**config.mk**
```make
export PLATFORM = sky130hd
export DESIGN_NAME = chip_drop_anim
export DESIGN_NICKNAME = d
export VERILOG_FILES = /design/src/rtl/connect4_pkg.sv /design/src/rtl/frame_pacer.sv /design/src/rtl/chip_drop_anim.sv
export SDC_FILE = /design/constraint.sdc
export NUM_CORES = 1
export LEC_CHECK = 0
export ABC_CLOCK_PERIOD_IN_PS = 2100
export CORE_ASPECT_RATIO = 1.1
export CORE_MARGIN = 3
export CORE_UTILIZATION = 51
export CTS_CLUSTER_SIZE = 16
export DETAILED_ROUTE_END_ITERATION = 10
export PLACE_DENSITY = 0.78
export REMOVE_ABC_BUFFERS = 1
export SETUP_SLACK_MARGIN = 0.4
export SKIP_CTS_REPAIR_TIMING = 1
export SLEW_MARGIN = 10
export SYNTH_ARGS = -nofsm -noshare
export SYNTH_HDL_FRONTEND = slang
export SYNTH_SLANG_ARGS = --single-unit
```
**constraint.sdc**
```tcl
create_clock -name vga_clock -period 2.1 [get_ports vga_clock]
set_input_delay 0.42 -clock vga_clock [delete_from_list [all_inputs] [get_ports vga_clock]]
set_output_delay 0.42 -clock vga_clock [all_outputs]
set_load 0.02 [all_outputs]
```
**src/rtl/connect4_pkg.sv**
```systemverilog
// Shared Connect-4 board constants and the chip-drop animation state type.
// Gravity acceleration is enabled by defining CHIP_DROP_ACCEL_EN.
package connect4_pkg;

   localparam int unsigned NUM_COLS = 7;
   localparam int unsigned NUM_ROWS = 6;

   localparam logic PLAYER_RED    = 1'b0;
   localparam logic PLAYER_YELLOW = 1'b1;

   typedef enum logic [1:0] {
      IDLE,
      FALL,
      LAND,
      DONE
   } anim_state_t;

endpackage

```
**src/rtl/frame_pacer.sv**
```systemverilog
// Rising-edge detector on frame_tick plus a loadable down-counter of frame edges.
// expire_o strobes on the edge that takes a non-zero count from 1 to 0.
module frame_pacer #(
   parameter int unsigned CNT_W = 4
) (
   input  logic             clk_i,
   input  logic             rst_i,
   input  logic             frame_tick_i,
   input  logic             load_i,
   input  logic [CNT_W-1:0] load_val_i,
   output logic             expire_o
);

   logic             tick_prev_q;
   logic [CNT_W-1:0] cnt_q;
   logic             frame_edge;

   assign frame_edge = frame_tick_i & ~tick_prev_q;
   assign expire_o   = frame_edge && (cnt_q == CNT_W'(1));

   // A load wins over a coincident edge, so an edge in the load cycle is not counted.
   always_ff @(posedge clk_i or posedge rst_i) begin
      if (rst_i) begin
         tick_prev_q <= 1'b0;
         cnt_q       <= '0;
      end else begin
         tick_prev_q <= frame_tick_i;
         if (load_i) begin
            cnt_q <= load_val_i;
         end else if (frame_edge && (cnt_q != '0)) begin
            cnt_q <= cnt_q - CNT_W'(1);
         end
      end
   end

endmodule

```
**src/rtl/chip_drop_anim.sv**
```systemverilog
// Falling-chip animation controller driving the VGA overlay inputs.
// Define CHIP_DROP_ACCEL_EN to shorten each successive row step (gravity).
module chip_drop_anim
   import connect4_pkg::*;
#(
   parameter int unsigned FRAMES_PER_ROW   = 4,
   parameter int unsigned LAND_HOLD_FRAMES = 8,
   parameter int unsigned TOP_ROW          = NUM_ROWS - 1
) (
   input  logic       vga_clock,
   input  logic       reset,
   input  logic       frame_tick,
   input  logic       drop_req,
   input  logic [2:0] drop_col,
   input  logic       drop_player,
   input  logic [2:0] target_row,
   input  logic       anim_abort,
   output logic       drop_ack,
   output logic       req_err,
   output logic       busy,
   output logic       anim_active,
   output logic [2:0] anim_col,
   output logic [2:0] anim_row,
   output logic       anim_player,
   output logic       anim_done
);

   localparam int unsigned PACE_MAX =
      (FRAMES_PER_ROW > LAND_HOLD_FRAMES) ? FRAMES_PER_ROW : LAND_HOLD_FRAMES;
   localparam int unsigned CNT_W = $clog2(PACE_MAX + 1);
   localparam logic [CNT_W-1:0] ROW_PERIOD  = CNT_W'(FRAMES_PER_ROW);
   localparam logic [CNT_W-1:0] LAND_PERIOD = CNT_W'(LAND_HOLD_FRAMES);

   anim_state_t      state_q;
   logic [2:0]       target_q;
   logic             req_ok;
   logic             pace_load;
   logic [CNT_W-1:0] pace_val;
   logic             pace_expire;
   logic [CNT_W-1:0] next_period;
   logic [2:0]       row_dec;

   assign req_ok  = (drop_col <= 3'(NUM_COLS - 1)) && (target_row <= 3'(TOP_ROW));
   assign row_dec = anim_row - 3'd1;

`ifdef CHIP_DROP_ACCEL_EN
   logic [2:0] step_q;

   // Period for the step that follows the one now expiring: max(1, FRAMES_PER_ROW - k).
   always_comb begin
      if (FRAMES_PER_ROW > 32'(step_q) + 32'd1) begin
         next_period = CNT_W'(FRAMES_PER_ROW - 32'(step_q) - 32'd1);
      end else begin
         next_period = CNT_W'(1);
      end
   end

   always_ff @(posedge vga_clock or posedge reset) begin
      if (reset) begin
         step_q <= 3'd0;
      end else if (anim_abort || (state_q == IDLE)) begin
         step_q <= 3'd0;
      end else if ((state_q == FALL) && pace_expire) begin
         step_q <= step_q + 3'd1;
      end
   end
`else
   assign next_period = ROW_PERIOD;
`endif

   always_comb begin
      pace_load = 1'b0;
      pace_val  = '0;
      if (anim_abort) begin
         pace_load = 1'b1;
      end else begin
         unique case (state_q)
            IDLE: begin
               if (drop_req && req_ok) begin
                  pace_load = 1'b1;
                  pace_val  = (target_row == 3'(TOP_ROW)) ? LAND_PERIOD : ROW_PERIOD;
               end
            end
            FALL: begin
               if (pace_expire) begin
                  pace_load = 1'b1;
                  pace_val  = (row_dec == target_q) ? LAND_PERIOD : next_period;
               end
            end
            LAND: begin
               pace_load = pace_expire;
            end
            default: ;
         endcase
      end
   end

   frame_pacer #(
      .CNT_W(CNT_W)
   ) u_pacer (
      .clk_i       (vga_clock),
      .rst_i       (reset),
      .frame_tick_i(frame_tick),
      .load_i      (pace_load),
      .load_val_i  (pace_val),
      .expire_o    (pace_expire)
   );

   always_ff @(posedge vga_clock or posedge reset) begin
      if (reset) begin
         state_q     <= IDLE;
         target_q    <= 3'd0;
         drop_ack    <= 1'b0;
         req_err     <= 1'b0;
         busy        <= 1'b0;
         anim_active <= 1'b0;
         anim_col    <= 3'd0;
         anim_row    <= 3'd0;
         anim_player <= 1'b0;
         anim_done   <= 1'b0;
      end else begin
         drop_ack  <= 1'b0;
         req_err   <= 1'b0;
         anim_done <= 1'b0;
         if (anim_abort) begin
            state_q     <= IDLE;
            target_q    <= 3'd0;
            busy        <= 1'b0;
            anim_active <= 1'b0;
            anim_col    <= 3'd0;
            anim_row    <= 3'd0;
            anim_player <= 1'b0;
         end else begin
            unique case (state_q)
               IDLE: begin
                  if (drop_req && req_ok) begin
                     drop_ack    <= 1'b1;
                     busy        <= 1'b1;
                     anim_active <= 1'b1;
                     anim_col    <= drop_col;
                     anim_player <= drop_player;
                     anim_row    <= 3'(TOP_ROW);
                     target_q    <= target_row;
                     state_q     <= (target_row == 3'(TOP_ROW)) ? LAND : FALL;
                  end else if (drop_req) begin
                     req_err <= 1'b1;
                  end
               end
               FALL: begin
                  if (pace_expire) begin
                     anim_row <= row_dec;
                     if (row_dec == target_q) begin
                        state_q <= LAND;
                     end
                  end
               end
               LAND: begin
                  if (pace_expire) begin
                     state_q     <= DONE;
                     anim_done   <= 1'b1;
                     anim_active <= 1'b0;
                  end
               end
               DONE: begin
                  state_q <= IDLE;
                  busy    <= 1'b0;
               end
               default: begin
                  state_q <= IDLE;
                  busy    <= 1'b0;
               end
            endcase
         end
      end
   end

endmodule

```
==> results.yml, run 1 <==
run_status:
  status: "complete, no violations"
clock_network:
  path_clk_slew_ns: 0.13
  cts_sinks: 22
  clk_latency_ns: 0.32
  clockBufferDepth: 2
  h-tree-depth: 1
  root_buffer: "clkbuf_4"
  cts_tree: "built"
  cts_buffers: 3
routing:
  first_iter_violations: 78
  ant_nets: 0
  viasPerCell: 6.04
  vias: 1305
  route.detailed.drc: 0
  wl_per_cell_microns: 18.4
  first_pass_iters: 4
  drt_wl_total_microns: 3980
power:
  powerDensity_mw_per_mm2: 1000
  cellInternalPower_uw: 1150
  p_switching_uw: 787
  p_sw_share_pct: 40.6
  clkPwrFrac_pct: 10.5
  p_seq_share_pct: 29.9
  pwr-share-comb_pct: 59.6
  ir_drop_uv: 789
  leakage_uw: 0.00100
hold_path:
  hold_path.class: "input pin to flop"
  min_to: "u_pacer.tick_prev_q"
  hold_path_startpoint: "frame_tick"
  holdPathStages: 1
die:
  dieArea_sq_mm: 0.00313
  die_x_microns: 53.6
  dieHeight_microns: 58.4
  rows: 18
  ios: 24
  core_sq_mm: 0.00232
  initial_utilization_pct: 54.9
setup_path:
  crit_chain: "inv_2, ha_1, buf_4, inv_1, o22ai_1, a21oi_2, mux2_2"
  crit_buf_inv: 3
  start_kind: "flop"
  critical-path-max-stage-delay_ns: 0.40
  r2r_end: "anim_row[0]"
  r2r_cells: 7
  worstPathArrival_ns: 2.12
  crit_slowest_cell: "dfrtp_1"
  worstSetupPathType: "flop to flop"
  reg2reg_slack_ns: 0.19
  critPathMaxFanout: 5
  cp_top_family: "compound AO/OA/AOI/OAI gates"
  crit_required_ns: 2.31
  r2r_start: "state_q[0]"
  endpoint_kind: "flop"
global_route:
  antenna_found_initial: 0
  grt_pass1_wl_microns: 5220
  grt_max_degree: 23
  grt_pass1_vias: 1174
  grt_usage_pct: 22.4
  grt_overflow: 0
layout:
  diodes: 0
  drive_gt1_share_pct: 32.8
  utilization_pct: 83.4
  syn_to_final_growth_pct: 52.0
  stdcell_count: 216
  final_nets: 207
synthesis:
  synth_most_common_cell: "dfrtp_1"
  ys_top_cells_by_count: "dfrtp_1 (22), inv_1 (13), a21oi_1 (12), nor2_1 (12), nand2_1 (8)"
  netlist-cell-type-count: 41
  synth.avg_cell_area_sq_um: 9.64
  synth.top_cells.by_area: "dfrtp_1 (43%), ha_1 (6.9%), a21oi_1 (4.7%)"
  async_flop_share_pct: 100
  synthesis.area_sq_mm: 0.00127
  syn_inst: 132
  yosysTopAreaCell: "dfrtp_1"
  yosysWarningCount: 0
  yosysTopAreaCellShare_pct: 43.3
  yosys_most_used_dff: "dfrtp_1"
  ys_seq_area_share_pct: 43.3
  synth-seq-cells: 22
  synth_edf_count: 0
sta:
  hold_violations: 0
  setup_violations: 0
  rsz0062_at_grt: "true"
  finClkSkew_ns: 0.0126
  slew-limit-headroom_pct: 76.4
  drv_slew: 0
  fmax_mhz: 523
  layout_min_cycle_time_ns: 1.91
  worst_slew_pin_slew_ns: 0.353
  timing.final.crit_share_pct: 91.0
placement:
  dp_hpwl_microns: 2380
  placed_cells: 202
  numPortBuffers: 23
  gp_congestion: 0.797
job:
  cap_violations: 0
power by group through the flow:
stage / sequential, uW / clock, uW / combinational, uW
after floorplan: 643 / 0 / 465
after CTS: 592 / 198 / 863
after global routing: 590 / 209 / 1230
final: 579 / 203 / 1150
after global placement: 592 / 0 / 830
after detailed placement: 600 / 0 / 857
final cells by class:
cell class | count | area (sq um)
inverters | 13 | 48.8
flip-flops and latches | 22 | 552
fillers | 132 | 385
clock buffers | 3 | 22.5
multi-input cells | 93 | 766
well taps | 30 | 37.5
repair buffers | 55 | 508
placed cells by master, fill, tap and decap left out, types with 2 or more instances in the layout:
master,synthesis,routed
clkdlybuf4s50_1,0,11
nor4_2,0,2
dfrtp_1,22,21
buf_4,0,30
nor3_1,6,6
o32a_1,2,2
o22ai_1,3,2
a21oi_2,0,5
nand3_1,3,2
nor3b_1,2,2
nand3b_1,2,2
ha_1,7,6
mux2i_1,4,4
xnor2_1,2,2
clkbuf_4,0,3
dlymetal6s2s_1,0,12
inv_2,0,2
nand2_1,8,7
nor2_1,12,11
buf_6,0,2
o21ai_0,4,3
inv_1,13,11
a21oi_1,12,7
state kept, by name, summed over array words and instances, names as in the netlist:
name,cells
req_err,1
drop_ack,1
anim_done,1
anim_player,1
anim_col,3
anim_active,1
anim_row,3
u_pacer.tick_prev_q,1
target_q,3
state_q,2
u_pacer.cnt_q,4
busy,1
cell families after synthesis:
logic type      synth area share (%)
simple gates                    15.5
compound gates                  20.7
flops                           43.3
buf+inv                         5.11
fa+ha+maj                       6.88
xor+xnor                        4.52
mux                             4.03
worst register-to-register path, stage by stage, from the launching register on:
cell and delay (ns):
dfrtp_1 0.40, inv_2 0.08, ha_1 0.24, buf_4 0.18
inv_1 0.09, o22ai_1 0.11, a21oi_2 0.33, mux2_2 0.38
through the flow:
stage	total power [uW]	setup TNS, ns	instance area, sq um	worst slack [ns]	hold slack (ns)
2_1_floorplan	1110	0	1260	0.213	0.409
3_3_place_gp	1420	-0.940	1680	-0.145	0.483
3_5_place_dp	1460	-1.62	1680	-0.284	0.494
4_1_cts	1650	0	1700	0.0741	0.431
5_1_grt	2030	0	1930	0.149	0.281
6_report	1940	0	1930	0.189	0.256
routing by layer:
metal	up-vias	GRT usage [%]	share of wire, %
li1	581	-	-
met5	-	0	0
met3	17	2.78	6.5
met4	0	8.03	2.7
met2	75	38.9	52
met1	632	28.2	39
worst max-delay path by stage:
stage / cells past startpoint / endpoint / slack [ns] / startpoint
after floorplan: 5 / state_q[1] / 0.21 / u_pacer.cnt_q[2]
after global placement: 7 / u_pacer.cnt_q[3] / -0.14 / frame_tick
after detailed placement: 6 / state_q[1] / -0.28 / frame_tick
after CTS: 6 / state_q[1] / 0.07 / frame_tick
after global routing: 7 / anim_row[0] / 0.15 / state_q[0]
final: 7 / anim_row[0] / 0.19 / state_q[0]
(Power assumes the default switching activity.)
==> run 2, diff against run 1 <==
ABC_CLOCK_PERIOD_IN_PS = not set   (was 2100)
PLACE_DENSITY = 0.82   (was 0.78)
==> run 2 against run 1 <==
Net effect: cell count grew 0.46%; sequential power increased by 2%; combinational power is 3% higher; clock power increased by 65%; first-iteration DRC count fell by 37%; register-to-register slack barely moved; critical path depth fell by 1; sequential cell count unchanged; global-route usage up 0.62 points; via count grew 0.38%; core utilization up 3.2 points; largest power group unchanged.
==> results.yml, run 2 (synthesis gave the netlist of run 1 again) <==
run_status:
  status: "complete, no violations"
setup_path:
  start_kind: "flop"
  worstPathArrival_ns: 2.13
  worstSetupPathType: "flop to flop"
  endpoint_kind: "flop"
  crit_required_ns: 2.33
  critPathMaxFanout: 6
  r2r_cells: 6
clock_network:
  path_clk_slew_ns: 0.14
  clk_latency_ns: 0.33
  cts_sinks: 22
  h-tree-depth: 1
  cts_buffers: 3
  clockBufferDepth: 2
  cts_tree: "built"
  root_buffer: "clkbuf_4"
routing:
  first_pass_iters: 4
  viasPerCell: 6.04
  route.detailed.drc: 0
  ant_nets: 0
  first_iter_violations: 49
  drt_wl_total_microns: 4120
  wl_per_cell_microns: 19.0
  vias: 1310
sta:
  slew-limit-headroom_pct: 77.7
  layout_min_cycle_time_ns: 1.90
  timing.final.crit_share_pct: 90.7
  finClkSkew_ns: 0.0171
  drv_slew: 0
  worst_slew_pin_slew_ns: 0.335
  setup_violations: 0
  hold_violations: 0
  fin_ws_ns: 0.196
  rsz0062_at_grt: "true"
  fmax_mhz: 525
placement:
  post-place-ws_ns: -0.240
  numPortBuffers: 23
  gp_congestion: 0.817
  dp_hpwl_microns: 2450
layout:
  register_area_sq_um: 551
  drive_gt1_share_pct: 33.7
  largest_reg_flops: 4
  utilization_pct: 86.6
  layout_commonest_cell: "buf_4"
  fillers: 114
  syn_to_final_growth_pct: 57.8
  final_nets: 207
  largest-register: "u_pacer.cnt_q"
  layout_common_cells: "buf_4 (25), dfrtp_1 (22), dlymetal6s2s_1 (13)"
  multi_input_area_sq_um: 790
  diodes: 0
die:
  die_x_microns: 53.6
  initial_utilization_pct: 54.9
  ios: 24
  dieArea_sq_mm: 0.00313
  dieHeight_microns: 58.4
  core_sq_mm: 0.00232
  rows: 18
power:
  p_switching_uw: 803
  powerDensity_mw_per_mm2: 1050
  clkPwrFrac_pct: 15.9
  leakage_uw: 0.00106
  pwr-share-comb_pct: 56.3
  ir_drop_uv: 828
  cellInternalPower_uw: 1310
  p_sw_share_pct: 38.0
  p_seq_share_pct: 27.9
global_route:
  antenna_found_initial: 0
  grt_max_degree: 23
  grt_pass1_vias: 1195
  grt_overflow: 0
  grt_pass1_wl_microns: 5370
  grt_usage_pct: 23.0
job:
  cap_violations: 0
hold_path:
  hold_path.class: "input pin to flop"
  holdPathStages: 1
[run 2: cell count changes in the layout (fill, tap and decap cells not counted), sizes merged]
cell           change
bufinv             +1
dlymetal6s2s       +1
clkdlybuf4s50      -1
[run 2: area by class of cell]
cell class	count	share of cell area (%)
multi-input combinational	93	39.3
sequential	22	27.4
timing repair buffer	55	26.4
inverter	13	2.43
tap	30	1.87
clock inverter	1	1.50
clock buffer	3	1.12
[run 2: power groups by stage]
stage	Combinational (uW)	Sequential (uW)	Clock (uW)
floorplan	465	643	0
global placement	833	590	0
detailed placement	861	598	0
CTS	869	588	328
global route	1270	597	356
finish	1190	589	335
[run 2: worst max-delay path: stages (launching register included)]
cell and delay (ns):
dfrtp_1 0.43, or4b_4 0.54, buf_6 0.16, o22ai_1 0.19
a21o_1 0.24, a21oi_1 0.06, o32a_1 0.18
[run 2: through the flow]
step           instances  hold WS (ns)  power, uW  setup TNS (ns)  instance area [sq um]
3_5_place_dp         202         0.508       1460           -1.29                   1680
4_1_cts              206         0.453       1780               0                   1730
2_1_floorplan        128         0.409       1110               0                   1260
6_report             217         0.297       2110               0                   2010
3_3_place_gp         202         0.484       1420          -0.882                   1680
5_1_grt              217         0.288       2220               0                   2010
[run 2: worst paths after layout]
| kind | startpoint | endpoint | slack [ns] |
|---|---|---|---|
| min | frame_tick | u_pacer.tick_prev_q | 0.30 |
| min reg2reg | anim_player | anim_player | 0.56 |
| min in group asynchronous | reset | anim_col[2] | 0.43 |
| max in group asynchronous | reset | state_q[0] | 1.43 |
| max | u_pacer.cnt_q[2] | u_pacer.cnt_q[2] | 0.20 |
| max reg2reg | u_pacer.cnt_q[2] | u_pacer.cnt_q[2] | 0.20 |
[run 2: per-layer routing]
layer | vias up | global-route usage (%) | share of wire [%]
li1 | 581 | - | -
met1 | 643 | 28.2 | 38
met2 | 68 | 41.2 | 54
met3 | 18 | 2.28 | 5.6
met4 | 0 | 8.03 | 2.8
met5 | - | 0 | 0
